===== config.mk =====
export PLATFORM = sky130hd
export DESIGN_NAME = pc_fetch_unit_flat
export DESIGN_NICKNAME = d
export VERILOG_FILES = /design/src/rtl/pc_fetch_unit_if.sv /design/src/rtl/pc_fetch_unit.sv /design/src/flat_wrapper.sv
export SDC_FILE = /design/constraint.sdc
export NUM_CORES = 1
export LEC_CHECK = 0
export CORE_ASPECT_RATIO = 1.25
export CORE_MARGIN = 2
export CORE_UTILIZATION = 49
export CTS_BUF_LIST = sky130_fd_sc_hd__clkbuf_8
export DETAILED_ROUTE_END_ITERATION = 12
export HOLD_SLACK_MARGIN = 0.02
export PLACE_DENSITY = 0.82
export SYNTH_ARGS = -nofsm -noshare
export SYNTH_HDL_FRONTEND = slang
export SYNTH_SLANG_ARGS = --single-unit

===== constraint.sdc =====
create_clock -name clk -period 2.88 [get_ports clk]
set_input_delay 0.288 -clock clk [delete_from_list [all_inputs] [get_ports clk]]
set_output_delay 0.288 -clock clk [all_outputs]
set_load 0.01 [all_outputs]

===== src/rtl/pc_fetch_unit_if.sv =====
// pc_fetch_unit_if: fetch-unit control, memory and decode handshake bundle
interface pc_fetch_unit_if #(
  parameter int WIDTH = 32
);
  logic             stall;
  logic             branch_take;
  logic [WIDTH-1:0] branch_target;
  logic             flush;
  logic [WIDTH-1:0] flush_target;
  logic             mem_req;
  logic [WIDTH-1:0] mem_addr;
  logic             mem_ready;
  logic [WIDTH-1:0] mem_rdata;
  logic             inst_valid;
  logic [WIDTH-1:0] inst;
  logic [WIDTH-1:0] inst_pc;
  logic             inst_accept;
  modport master (
    input  stall, branch_take, branch_target, flush, flush_target,
           mem_ready, mem_rdata, inst_accept,
    output mem_req, mem_addr, inst_valid, inst, inst_pc
  );
  modport slave (
    output stall, branch_take, branch_target, flush, flush_target,
           mem_ready, mem_rdata, inst_accept,
    input  mem_req, mem_addr, inst_valid, inst, inst_pc
  );
endinterface


===== src/rtl/pc_fetch_unit.sv =====
// pc_fetch_unit: PC holder and fetch sequencer with valid/accept handoff to decode
module pc_fetch_unit #(
  parameter int               WIDTH    = 32,
  parameter logic [WIDTH-1:0] RESET_PC = '0,
  parameter int               STEP     = 4
) (
  input  logic              clk,
  input  logic              rst_n,
  pc_fetch_unit_if.master   bus
);
  localparam logic [1:0] IDLE = 2'd0;
  localparam logic [1:0] REQ  = 2'd1;
  localparam logic [1:0] HOLD = 2'd2;
  localparam logic [WIDTH-1:0] MASK = ~(WIDTH'(STEP - 1));
  logic [1:0]       state;
  logic [WIDTH-1:0] pc;
  logic [WIDTH-1:0] npc;
  // next PC: branch target or sequential step, aligned to STEP
  always_comb npc = (bus.branch_take ? bus.branch_target : pc + WIDTH'(STEP)) & MASK;
  // fetch FSM; flush overrides every other event in the same cycle
  always_ff @(posedge clk or negedge rst_n) begin
    if (!rst_n) begin
      state          <= IDLE;
      pc             <= RESET_PC & MASK;
      bus.mem_req    <= 1'b0;
      bus.mem_addr   <= '0;
      bus.inst_valid <= 1'b0;
      bus.inst       <= '0;
      bus.inst_pc    <= '0;
    end else if (bus.flush) begin
      state          <= IDLE;
      pc             <= bus.flush_target & MASK;
      bus.mem_req    <= 1'b0;
      bus.inst_valid <= 1'b0;
    end else begin
      case (state)
        IDLE: if (!bus.stall) begin
          bus.mem_req  <= 1'b1;
          bus.mem_addr <= pc;
          state        <= REQ;
        end
        REQ: if (bus.mem_ready) begin
          bus.inst       <= bus.mem_rdata;
          bus.inst_pc    <= pc;
          bus.inst_valid <= 1'b1;
          bus.mem_req    <= 1'b0;
          state          <= HOLD;
        end
        HOLD: if (bus.inst_accept) begin
          pc             <= npc;
          bus.inst_valid <= 1'b0;
          bus.mem_req    <= !bus.stall;
          if (!bus.stall) bus.mem_addr <= npc;
          state          <= bus.stall ? IDLE : REQ;
        end
        default: state <= IDLE;
      endcase
    end
  end
endmodule

===== src/flat_wrapper.sv =====
// flat-port wrapper written by rule: the top's interface ports become plain ports
module pc_fetch_unit_flat 
#(
  parameter int               WIDTH    = 32,
  parameter logic [WIDTH-1:0] RESET_PC = '0,
  parameter int               STEP     = 4
)
  (clk, rst_n, bus_stall, bus_branch_take, bus_branch_target, bus_flush, bus_flush_target, bus_mem_ready, bus_mem_rdata, bus_inst_accept, bus_mem_req, bus_mem_addr, bus_inst_valid, bus_inst, bus_inst_pc);
  pc_fetch_unit_if #(.WIDTH(WIDTH)) bus_i ();
  input  logic clk;
  input  logic rst_n;
  input wire logic [$bits(bus_i.stall)-1:0] bus_stall;
  input wire logic [$bits(bus_i.branch_take)-1:0] bus_branch_take;
  input wire logic [$bits(bus_i.branch_target)-1:0] bus_branch_target;
  input wire logic [$bits(bus_i.flush)-1:0] bus_flush;
  input wire logic [$bits(bus_i.flush_target)-1:0] bus_flush_target;
  input wire logic [$bits(bus_i.mem_ready)-1:0] bus_mem_ready;
  input wire logic [$bits(bus_i.mem_rdata)-1:0] bus_mem_rdata;
  input wire logic [$bits(bus_i.inst_accept)-1:0] bus_inst_accept;
  output wire logic [$bits(bus_i.mem_req)-1:0] bus_mem_req;
  output wire logic [$bits(bus_i.mem_addr)-1:0] bus_mem_addr;
  output wire logic [$bits(bus_i.inst_valid)-1:0] bus_inst_valid;
  output wire logic [$bits(bus_i.inst)-1:0] bus_inst;
  output wire logic [$bits(bus_i.inst_pc)-1:0] bus_inst_pc;
  assign bus_i.stall = bus_stall;
  assign bus_i.branch_take = bus_branch_take;
  assign bus_i.branch_target = bus_branch_target;
  assign bus_i.flush = bus_flush;
  assign bus_i.flush_target = bus_flush_target;
  assign bus_i.mem_ready = bus_mem_ready;
  assign bus_i.mem_rdata = bus_mem_rdata;
  assign bus_i.inst_accept = bus_inst_accept;
  assign bus_mem_req = bus_i.mem_req;
  assign bus_mem_addr = bus_i.mem_addr;
  assign bus_inst_valid = bus_i.inst_valid;
  assign bus_inst = bus_i.inst;
  assign bus_inst_pc = bus_i.inst_pc;
  pc_fetch_unit #(.WIDTH(WIDTH), .RESET_PC(RESET_PC), .STEP(STEP)) u_core (.clk(clk), .rst_n(rst_n), .bus(bus_i));
endmodule

# After elaboration in Yosys (flattened, before gate mapping)
# Cells that the tools add are included.
dict set report word_totals {
  ff_bits 132
  inputBits 103
  out_inout_bits 98
  elab_cells 53
}
dict set report classes {
  add_sub_neg 1
  eq_ne 8
  mux 23
  n_bitwise 1
  n_reduce_logical 13
}
# cell n
set op_table {}
lappend op_table {{two-way mux 32 bit} 7}
lappend op_table {{one-hot mux 32 bit (2 select lines)} 1}
lappend op_table {{adder 32 x 3 -> 32 bit (second input constant)} 1}
lappend op_table {{!= test 3 bit (second input constant)} 3}
lappend op_table {{AND reduction 3 bit} 3}
lappend op_table {{two-way mux 1 bit} 8}
lappend op_table {{two-way mux 2 bit} 4}
lappend op_table {{!= test 2 bit (second input constant)} 3}
lappend op_table {{one-hot mux 2 bit (3 select lines)} 1}
lappend op_table {{nonzero test 2 bit} 3}
lappend op_table {{AND reduction 5 bit} 1}
lappend op_table {{AND reduction 4 bit} 1}
lappend op_table {{nonzero test 4 bit} 1}
lappend op_table {{one-hot mux 1 bit (3 select lines)} 1}
lappend op_table {{nonzero test 3 bit} 1}
lappend op_table {{== test 2 x 1 -> 1 bit (second input constant)} 1}
lappend op_table {{== test 2 bit (second input constant)} 1}
lappend op_table {{zero test 2 bit} 1}
lappend op_table {{one-hot mux 1 bit (2 select lines)} 1}
lappend op_table {{AND reduction 2 bit} 1}
lappend op_table {{zero test 1 bit} 1}
lappend op_table {{inverter 1 bit} 1}

# Depth between registers and ports, before layout
# Gate-level depths: netlist of run 1.
dict set report logic_depth {
  ltp_word 5
  mapped_depth 8
}

# Worst setup path before layout of run 1
# No wires, ideal clock.
dict set report synth_path {
  path_type {reg2reg}
  startpoint {reg u_core.pc[2]}
  endpoint {reg u_core.bus.mem_addr[30]}
  setup_ns 0.066
  t_arrival_ns 1.968
  t_required_ns 2.814
  slack_ns 0.846
  path_stages_with_launch 8
  cell_sequence {dfrtp_1 > ha_1 > clkdlybuf4s15_1 > nand4_1 > nor4_4 > nand3_2 > a2111oi_2 > a221o_1}
}
dict set report synth_via {
  elab_chain_cells 5
}
# item line_no
set synth_lines {}
lappend synth_lines {{start, declared} pc_fetch_unit.sv:16} ;# logic [WIDTH-1:0] pc;
lappend synth_lines {{start signal, assigned} pc_fetch_unit.sv:24} ;# pc <= RESET_PC & MASK;
lappend synth_lines {{start signal, assigned} pc_fetch_unit.sv:32} ;# pc <= bus.flush_target & MASK;
lappend synth_lines {{start signal, assigned} pc_fetch_unit.sv:50} ;# pc <= npc;
lappend synth_lines {{adder 32 x 3 -> 32 bit} pc_fetch_unit.sv:19} ;# always_comb npc = (bus.branch_take ? bus.branch_target : pc + WIDTH'(STEP)) & MASK;
lappend synth_lines {{two-way mux 32 bit} pc_fetch_unit.sv:19}
lappend synth_lines {{two-way mux 32 bit} pc_fetch_unit.sv:53} ;# if (!bus.stall) bus.mem_addr <= npc;
lappend synth_lines {{two-way mux 32 bit} pc_fetch_unit.sv:49} ;# HOLD: if (bus.inst_accept) begin
lappend synth_lines {{one-hot mux 32 bit (2 select lines)} pc_fetch_unit.sv:36} ;# case (state)
lappend synth_lines {{end signal, assigned} pc_fetch_unit.sv:39} ;# bus.mem_addr <= pc;
lappend synth_lines {{end signal, assigned} pc_fetch_unit.sv:53}
lappend synth_lines {{end, declared} pc_fetch_unit_if.sv:21} ;# output mem_req, mem_addr, inst_valid, inst, inst_pc
# Every way passes these cells. The select of a mux whose other input is x is not followed.
# A chain may end at the register's enable or synchronous reset.

# Worst setup path in the final report of run 1
dict set report layout_path {
  startpoint {reg u_core.pc[4]}
  endpoint {reg u_core.pc[19]}
}
dict set report layout_via {
  elab_chain_cells 5
}
# item line_no
set layout_lines {}
lappend layout_lines {{adder 32 x 3 -> 32 bit} pc_fetch_unit.sv:19}
lappend layout_lines {{two-way mux 32 bit} pc_fetch_unit.sv:19}
lappend layout_lines {{two-way mux 32 bit} pc_fetch_unit.sv:49}
lappend layout_lines {{two-way mux 32 bit} pc_fetch_unit.sv:36}
lappend layout_lines {{two-way mux 32 bit} pc_fetch_unit.sv:30} ;# end else if (bus.flush) begin
# Every way passes these cells. The select of a mux whose other input is x is not followed.

==> flow_summary.yaml, run 1 <==
worst_setup_path:
  critPathKind: "flop to flop"
  worstRegToRegCells: 5
  worst_setup_path_end_kind: "flop"
  cp.arrival_ns: 2.60
  r2r_slack_ns: 0.61
  worstReg2RegEnd: "u_core.pc[19]"
  timing.critical_path.from_type: "flop"
  worstPathMaxFanout: 10
  critical_path.startpoint: "u_core.pc[4]"
  critPathRequiredTime_ns: 3.21
  reg2reg_from: "u_core.pc[4]"
  crit_end: "u_core.pc[19]"
sta:
  tightestPinTransition_ns: 0.744
  timing_max_transition_violations_final: 0
  maxSlewHeadroom_pct: 50.4
  timing.hold.ws_ns: 0.101
  clock-skew-final_ns: 0.0102
  final.setup.tns_ns: 0
  timing.final.crit_period_ns: 2.27
  layout_worst_path_cycle_share_pct: 79.0
  final_setup_violations: 0
  grt_setup_unrepaired: "false"
  hold_viol: 0
  timing.fmax_mhz: 440
final_layout:
  postLayoutCoreUtil_pct: 67.1
  final_layout_size_suffix_gt1_share_pct: 15.7
  layout.nets: 983
  layout_overhead_on_the_synthesized_area_pct: 34.3
  final_cell_count_no_fill: 1068
  layout_common_cells: "sky130_fd_sc_hd__clkdlybuf4s50_1, sky130_fd_sc_hd__dfrtp_1, sky130_fd_sc_hd__nand2_1"
  layout_commonest_cell: "sky130_fd_sc_hd__clkdlybuf4s50_1"
pwr:
  cellLeakagePower_nw: 3.72
  report.power.total_mw: 5.83
  power.internal_mw: 4.06
  share_seq_of_total_power_pct: 42.9
  comb_power_share_pct: 32.1
  pwr-share-clk_pct: 24.9
  sw_frac_of_total_pct: 30.3
  switchingPower_mw: 1.77
  cellPowerDensity_nw_per_um2: 633
  ir_drop_mv: 0.402
cts:
  cts_inserted_buffers: 17
  clk_root_buffer_cell: "sky130_fd_sc_hd__clkbuf_8"
  cts_tree: "done"
  htreeDepth: 4
  postCtsSetupBuffers: 0
  cts.path.max_buffers: 2
  clock-sinks: 126
  clock_latency_ns: 0.44
  cts.reportedPaths.clkPinSlew_ns: 0.07
yosys:
  ys_async_sr_fraction_pct: 100
  synth_cell_type_count: 68
  synth_top_area_cell: "sky130_fd_sc_hd__dfrtp_1"
  number_of_enable_flip_flop_cells_after_synthesis: 0
  ys_seq_elements: 126
  synth_cells: 709
  synth_seq_area_share_pct: 45.9
  synth.top_cells.by_area: "sky130_fd_sc_hd__dfrtp_1, sky130_fd_sc_hd__mux2_2, sky130_fd_sc_hd__nand2_1, sky130_fd_sc_hd__a21oi_1, sky130_fd_sc_hd__nor2_1"
  top_reg_cell_synth: "sky130_fd_sc_hd__dfrtp_1"
  synth_top_area_share_pct: 45.9
  post_synth.cell_area_avg_um2: 9.69
  synth_warnings: 0
  syn_area_um2: 6870
outcome:
  outcome: "completed"
detailed_routing:
  antenna_left: 0
  drcViolationCount: 0
  drt_first_iter_violations: 683
  number_of_detailed_route_iterations_in_the_first_pass: 5
  routed_via_density: 5.89
  totalWireLength_mm: 19.5
  route.detailed.wl_per_inst_um: 18.3
  via_count: 6289
grt:
  track_usage_pct: 26.9
  grt_max_degree: 64
  first_pass_grt_wire_length_mm: 30.9
  antenna_found_initial: 1
  gr-total-overflow: 0
  vias_in_the_first_global_route: 6049
run:
  max_cap_violations: 0
placed_design:
  routabilityCongestion: 0.907
  post-place-cells: 1034
  place.port_buffers: 192
  place_hpwl_mm: 13.7
floorplanning:
  die_y_um: 136
  fp.dieW_um: 110
  rows: 48
  die-area_um2: 15000
  io_pins: 201
  start_util_pct: 49.9
  placeableCoreArea_um2: 13800
min_path:
  hold_path_class: "input port to flop"
  timing.hold.worst.start: "bus_flush"
critical path, stage by stage, from the launching register on:
cell	delay, ns
sky130_fd_sc_hd__dfrtp_1	0.57
sky130_fd_sc_hd__nand4_4	0.20
sky130_fd_sc_hd__nor4_4	0.61
sky130_fd_sc_hd__nand3_1	0.25
sky130_fd_sc_hd__nor3b_1	0.20
sky130_fd_sc_hd__o41ai_1	0.32
per-stage QoR:
step | setup slack, ns | area (um2)
2_1_floorplan | 0.846 | 6880
3_3_place_gp | 0.463 | 8840
3_5_place_dp | 0.412 | 8840
4_1_cts | 0.607 | 9220
5_1_grt | 0.488 | 9220
6_report | 0.606 | 9220
sequential cells by signal, summed over array words and instances, names as in the netlist:
name / count
u_core.bus.mem_req: 1
u_core.bus.inst_pc: 30
u_core.bus.mem_addr: 30
u_core.bus.inst_valid: 1
u_core.bus.inst: 32
u_core.pc: 30
u_core.state: 2
repair_timing:
action | in CTS | in global routing
setup endpoints to repair | 0 | 0
hold endpoints to repair | 38 | 0
hold buffers | 1 | 0
gates resized for setup | 0 | 0
worst min-delay path by stage:
stage,end,cells past startpoint
finish,u_core.bus.mem_req,2
global route,u_core.bus.mem_req,2
CTS,u_core.bus.mem_req,2
detailed placement,u_core.bus.inst[20],1
global placement,u_core.bus.inst[18],1
floorplan,u_core.bus.inst[0],0
cells in the mapped netlist, types with 5 or more instances:
library cell,n
sky130_fd_sc_hd__inv_1,7
sky130_fd_sc_hd__nand2_1,76
sky130_fd_sc_hd__nand2b_1,11
sky130_fd_sc_hd__dfrtp_1,126
sky130_fd_sc_hd__a31o_2,5
sky130_fd_sc_hd__nor3_1,11
sky130_fd_sc_hd__nor2_1,66
sky130_fd_sc_hd__clkbuf_1,34
sky130_fd_sc_hd__nand3_1,19
sky130_fd_sc_hd__o21ai_0,38
sky130_fd_sc_hd__buf_4,8
sky130_fd_sc_hd__o22ai_1,6
sky130_fd_sc_hd__o31ai_1,8
sky130_fd_sc_hd__o311ai_0,5
sky130_fd_sc_hd__nand4_1,15
sky130_fd_sc_hd__a211oi_1,5
sky130_fd_sc_hd__mux2_2,64
sky130_fd_sc_hd__buf_2,15
sky130_fd_sc_hd__a21oi_1,53
sky130_fd_sc_hd__a31oi_1,10
sky130_fd_sc_hd__xnor2_1,7
sky130_fd_sc_hd__and3_1,8
sky130_fd_sc_hd__o211ai_1,9
sky130_fd_sc_hd__mux2i_1,13
sky130_fd_sc_hd__nor4_1,5
sky130_fd_sc_hd__nor2b_1,6
layout make-up:
type	count	area, um2
Fill cell	1087	4530
Clock inverter	15	134
Sequential cell	126	3150
Multi-Input combinational cell	510	3340
Timing Repair Buffer	217	2110
Inverter	7	26.3
Clock buffer	17	234
Antenna cell	1	2.50
Tap cell	175	219
routing by layer:
| metal | share of wire (%) | global-route usage [%] | vias to the layer above |
|---|---|---|---|
| met5 | 0 | 0 | - |
| li1 | - | - | 2888 |
| met1 | 39 | 35.0 | 2989 |
| met2 | 48 | 41.7 | 366 |
| met3 | 10 | 8.05 | 46 |
| met4 | 2.5 | 11.0 | 0 |
power groups by stage:
stage | logic (mW) | registers, mW | clock network (mW)
after detailed placement | 1.88 | 2.53 | 0
after floorplan | 0.685 | 2.62 | 0
after global routing | 2.02 | 2.56 | 1.58
final | 1.88 | 2.50 | 1.46
after CTS | 1.90 | 2.50 | 1.49
after global placement | 1.85 | 2.52 | 0
kinds of logic after synthesis:
| logic type | synth area share, % |
|---|---|
| fa+ha+maj | 0.182 |
| xor+xnor | 1.28 |
| mux | 12.4 |
| flops | 45.9 |
| simple gates | 18.7 |
| other cells | 0.0546 |
| buf+inv | 5.78 |
| compound gates | 15.7 |
No activity file was read; power rests on OpenSTA's default activity.
==> run 2, diff against run 1 <==
CORE_UTILIZATION = 45   (was 49)
PLACE_DENSITY = 0.8   (was 0.82)
clock period = 1.9 ns   (was 2.88 ns; I/O delays follow)
==> run 2 against run 1 <==
  * First-iteration DRC count fell by 29%
  * Highest routed layer unchanged
  * Utilization fell by 0.33 points
  * Largest power group unchanged
  * Cell area rose by 8.2%
  * Flip-flop and latch count did not move
  * Largest cell class unchanged
  * Worst hold slack improved by 0.090 ns
==> flow_summary.yaml, run 2 (synthesis gave the netlist of run 1 again) <==
outcome:
  outcome: "completed"
grt:
  vias_in_the_first_global_route: 6506
  grt_max_degree: 67
  gr-total-overflow: 0
  track_usage_pct: 26.1
  first_pass_grt_wire_length_mm: 33.4
  antenna_found_initial: 1
pwr:
  sw_frac_of_total_pct: 30.1
  power.internal_mw: 6.48
  ir_drop_mv: 0.635
  comb_power_share_pct: 34.1
  cellPowerDensity_nw_per_um2: 929
  share_seq_of_total_power_pct: 39.9
  switchingPower_mw: 2.79
  cellLeakagePower_nw: 4.12
  pwr-share-clk_pct: 25.9
final_layout:
  n_fill_cell: 1162
  regMostFlops: "u_core.bus.inst"
  final_layout_size_suffix_gt1_share_pct: 23.5
  postLayoutCoreUtil_pct: 66.7
  layout.nets: 1051
  largest_register_ff_count: 32
  multiInputGateArea_um2: 3430
  layout_overhead_on_the_synthesized_area_pct: 45.3
  layout_commonest_cell: "sky130_fd_sc_hd__clkdlybuf4s50_1"
  seqCellArea_um2: 3160
  layout_common_cells: "sky130_fd_sc_hd__clkdlybuf4s50_1, sky130_fd_sc_hd__dfrtp_1, sky130_fd_sc_hd__buf_4"
detailed_routing:
  route.detailed.wl_per_inst_um: 18.2
  via_count: 6529
  drt_first_iter_violations: 486
  antenna_left: 0
  drcViolationCount: 0
  number_of_detailed_route_iterations_in_the_first_pass: 5
  routed_via_density: 5.72
  totalWireLength_mm: 20.8
sta:
  timing.fmax_mhz: 538
  layout_worst_path_cycle_share_pct: 97.9
  grt_setup_unrepaired: "true"
  hold_viol: 0
  final.setup.tns_ns: 0
  timing.final.crit_period_ns: 1.86
  timing_max_transition_violations_final: 0
  final_setup_violations: 0
  clock-skew-final_ns: 0.0112
floorplanning:
  rows: 50
  die-area_um2: 16300
  start_util_pct: 45.9
  fp.dieW_um: 114
  placeableCoreArea_um2: 15000
  die_y_um: 142
  io_pins: 201
cts:
  htreeDepth: 4
  clock-sinks: 126
  cts_tree: "done"
  cts_inserted_buffers: 17
  clock_latency_ns: 0.46
  cts.reportedPaths.clkPinSlew_ns: 0.08
  clk_root_buffer_cell: "sky130_fd_sc_hd__clkbuf_8"
  cts.path.max_buffers: 2
placed_design:
  place_hpwl_mm: 15.0
  routabilityCongestion: 0.912
  place.port_buffers: 192
worst_setup_path:
  worst_setup_path_end_kind: "flop"
  critPathKind: "flop to flop"
  timing.critical_path.from_type: "flop"
  cp.arrival_ns: 2.24
  critPathRequiredTime_ns: 2.28
  worstPathMaxFanout: 6
run:
  max_cap_violations: 0
min_path:
  hold_path_class: "input port to async pin"
## run 2: changes by cell type in the layout (fill, tap and decap cells not counted), sizes merged
| cell | change |
|---|---|
| buf | +68 |
| inv | -4 |
| bufinv | +1 |
| clkbuf | +1 |
| clkinv | +1 |
| clkinvlp | -1 |
## run 2: area by class of cell
| class | count | area share [%] |
|---|---|---|
| diodes | 1 | 0.0251 |
| multi-input cells | 510 | 34.4 |
| well taps | 182 | 2.28 |
| flip-flops and latches | 126 | 31.6 |
| inverters | 7 | 0.263 |
| clock inverters | 12 | 1.47 |
| clock buffers | 18 | 2.48 |
| repair buffers | 285 | 27.4 |
## run 2: layer usage
| layer | share of wire (%) | vias to the layer above | track usage, % |
|---|---|---|---|
| met4 | 3.3 | 0 | 10.8 |
| li1 | - | 3022 | - |
| met2 | 49 | 327 | 41.8 |
| met1 | 39 | 3127 | 32.9 |
| met3 | 8.6 | 53 | 7.92 |
| met5 | 0 | - | 0 |
## run 2: timing repair
item | CTS | global route
pin swaps | 2 | 6
setup endpoints to repair | 6 | 22
hold buffers | 1 | 0
resized for setup | 1 | 21
setup buffers | 1 | 8
hold endpoints to repair | 85 | 0
## run 2: path summary, 6_finish.rpt
check / to / slack (ns) / cells after the start / start
setup / recovery: u_core.pc[8] / 0.04 / 7 / u_core.pc[2]
hold / removal: u_core.bus.inst[1] / 0.19 / 2 / rst_n
setup reg to reg: u_core.pc[8] / 0.04 / 7 / u_core.pc[2]
hold reg to reg: u_core.bus.mem_addr[9] / 0.49 / 2 / u_core.bus.mem_addr[9]
max in group asynchronous: u_core.bus.inst[9] / 1.04 / 3 / rst_n
min in group clk: u_core.pc[26] / 0.22 / 3 / bus_branch_take
## run 2: critical path: stages (launching register included)
cell and delay (ns):
sky130_fd_sc_hd__dfrtp_1 0.39, sky130_fd_sc_hd__ha_2 0.20, sky130_fd_sc_hd__buf_4 0.16, sky130_fd_sc_hd__inv_1 0.07, sky130_fd_sc_hd__or3_2 0.47, sky130_fd_sc_hd__a31oi_2 0.25
sky130_fd_sc_hd__mux2i_1 0.11, sky130_fd_sc_hd__o21ai_0 0.15
## run 2: power by group through the flow
stage	sequential (mW)	combinational, mW	clock, mW
2_1_floorplan	3.97	1.04	0
3_3_place_gp	3.72	3.07	0
3_5_place_dp	3.74	3.13	0
4_1_cts	3.70	3.14	2.44
5_1_grt	3.78	3.40	2.54
6_report	3.70	3.16	2.40
## run 2: per-stage QoR
stage	hold WS [ns]	worst slack [ns]	std cells	instance area, um2	total power [mW]
6_report	0.191	0.0407	1141	9980	9.27
5_1_grt	0.225	-0.0429	1141	9980	9.72
4_1_cts	0.188	0.00705	1132	9830	9.28
3_5_place_dp	0.139	-0.109	1100	9410	6.87
3_3_place_gp	0.136	-0.0787	1100	9410	6.79
2_1_floorplan	-0.106	-0.0575	712	6880	5.01
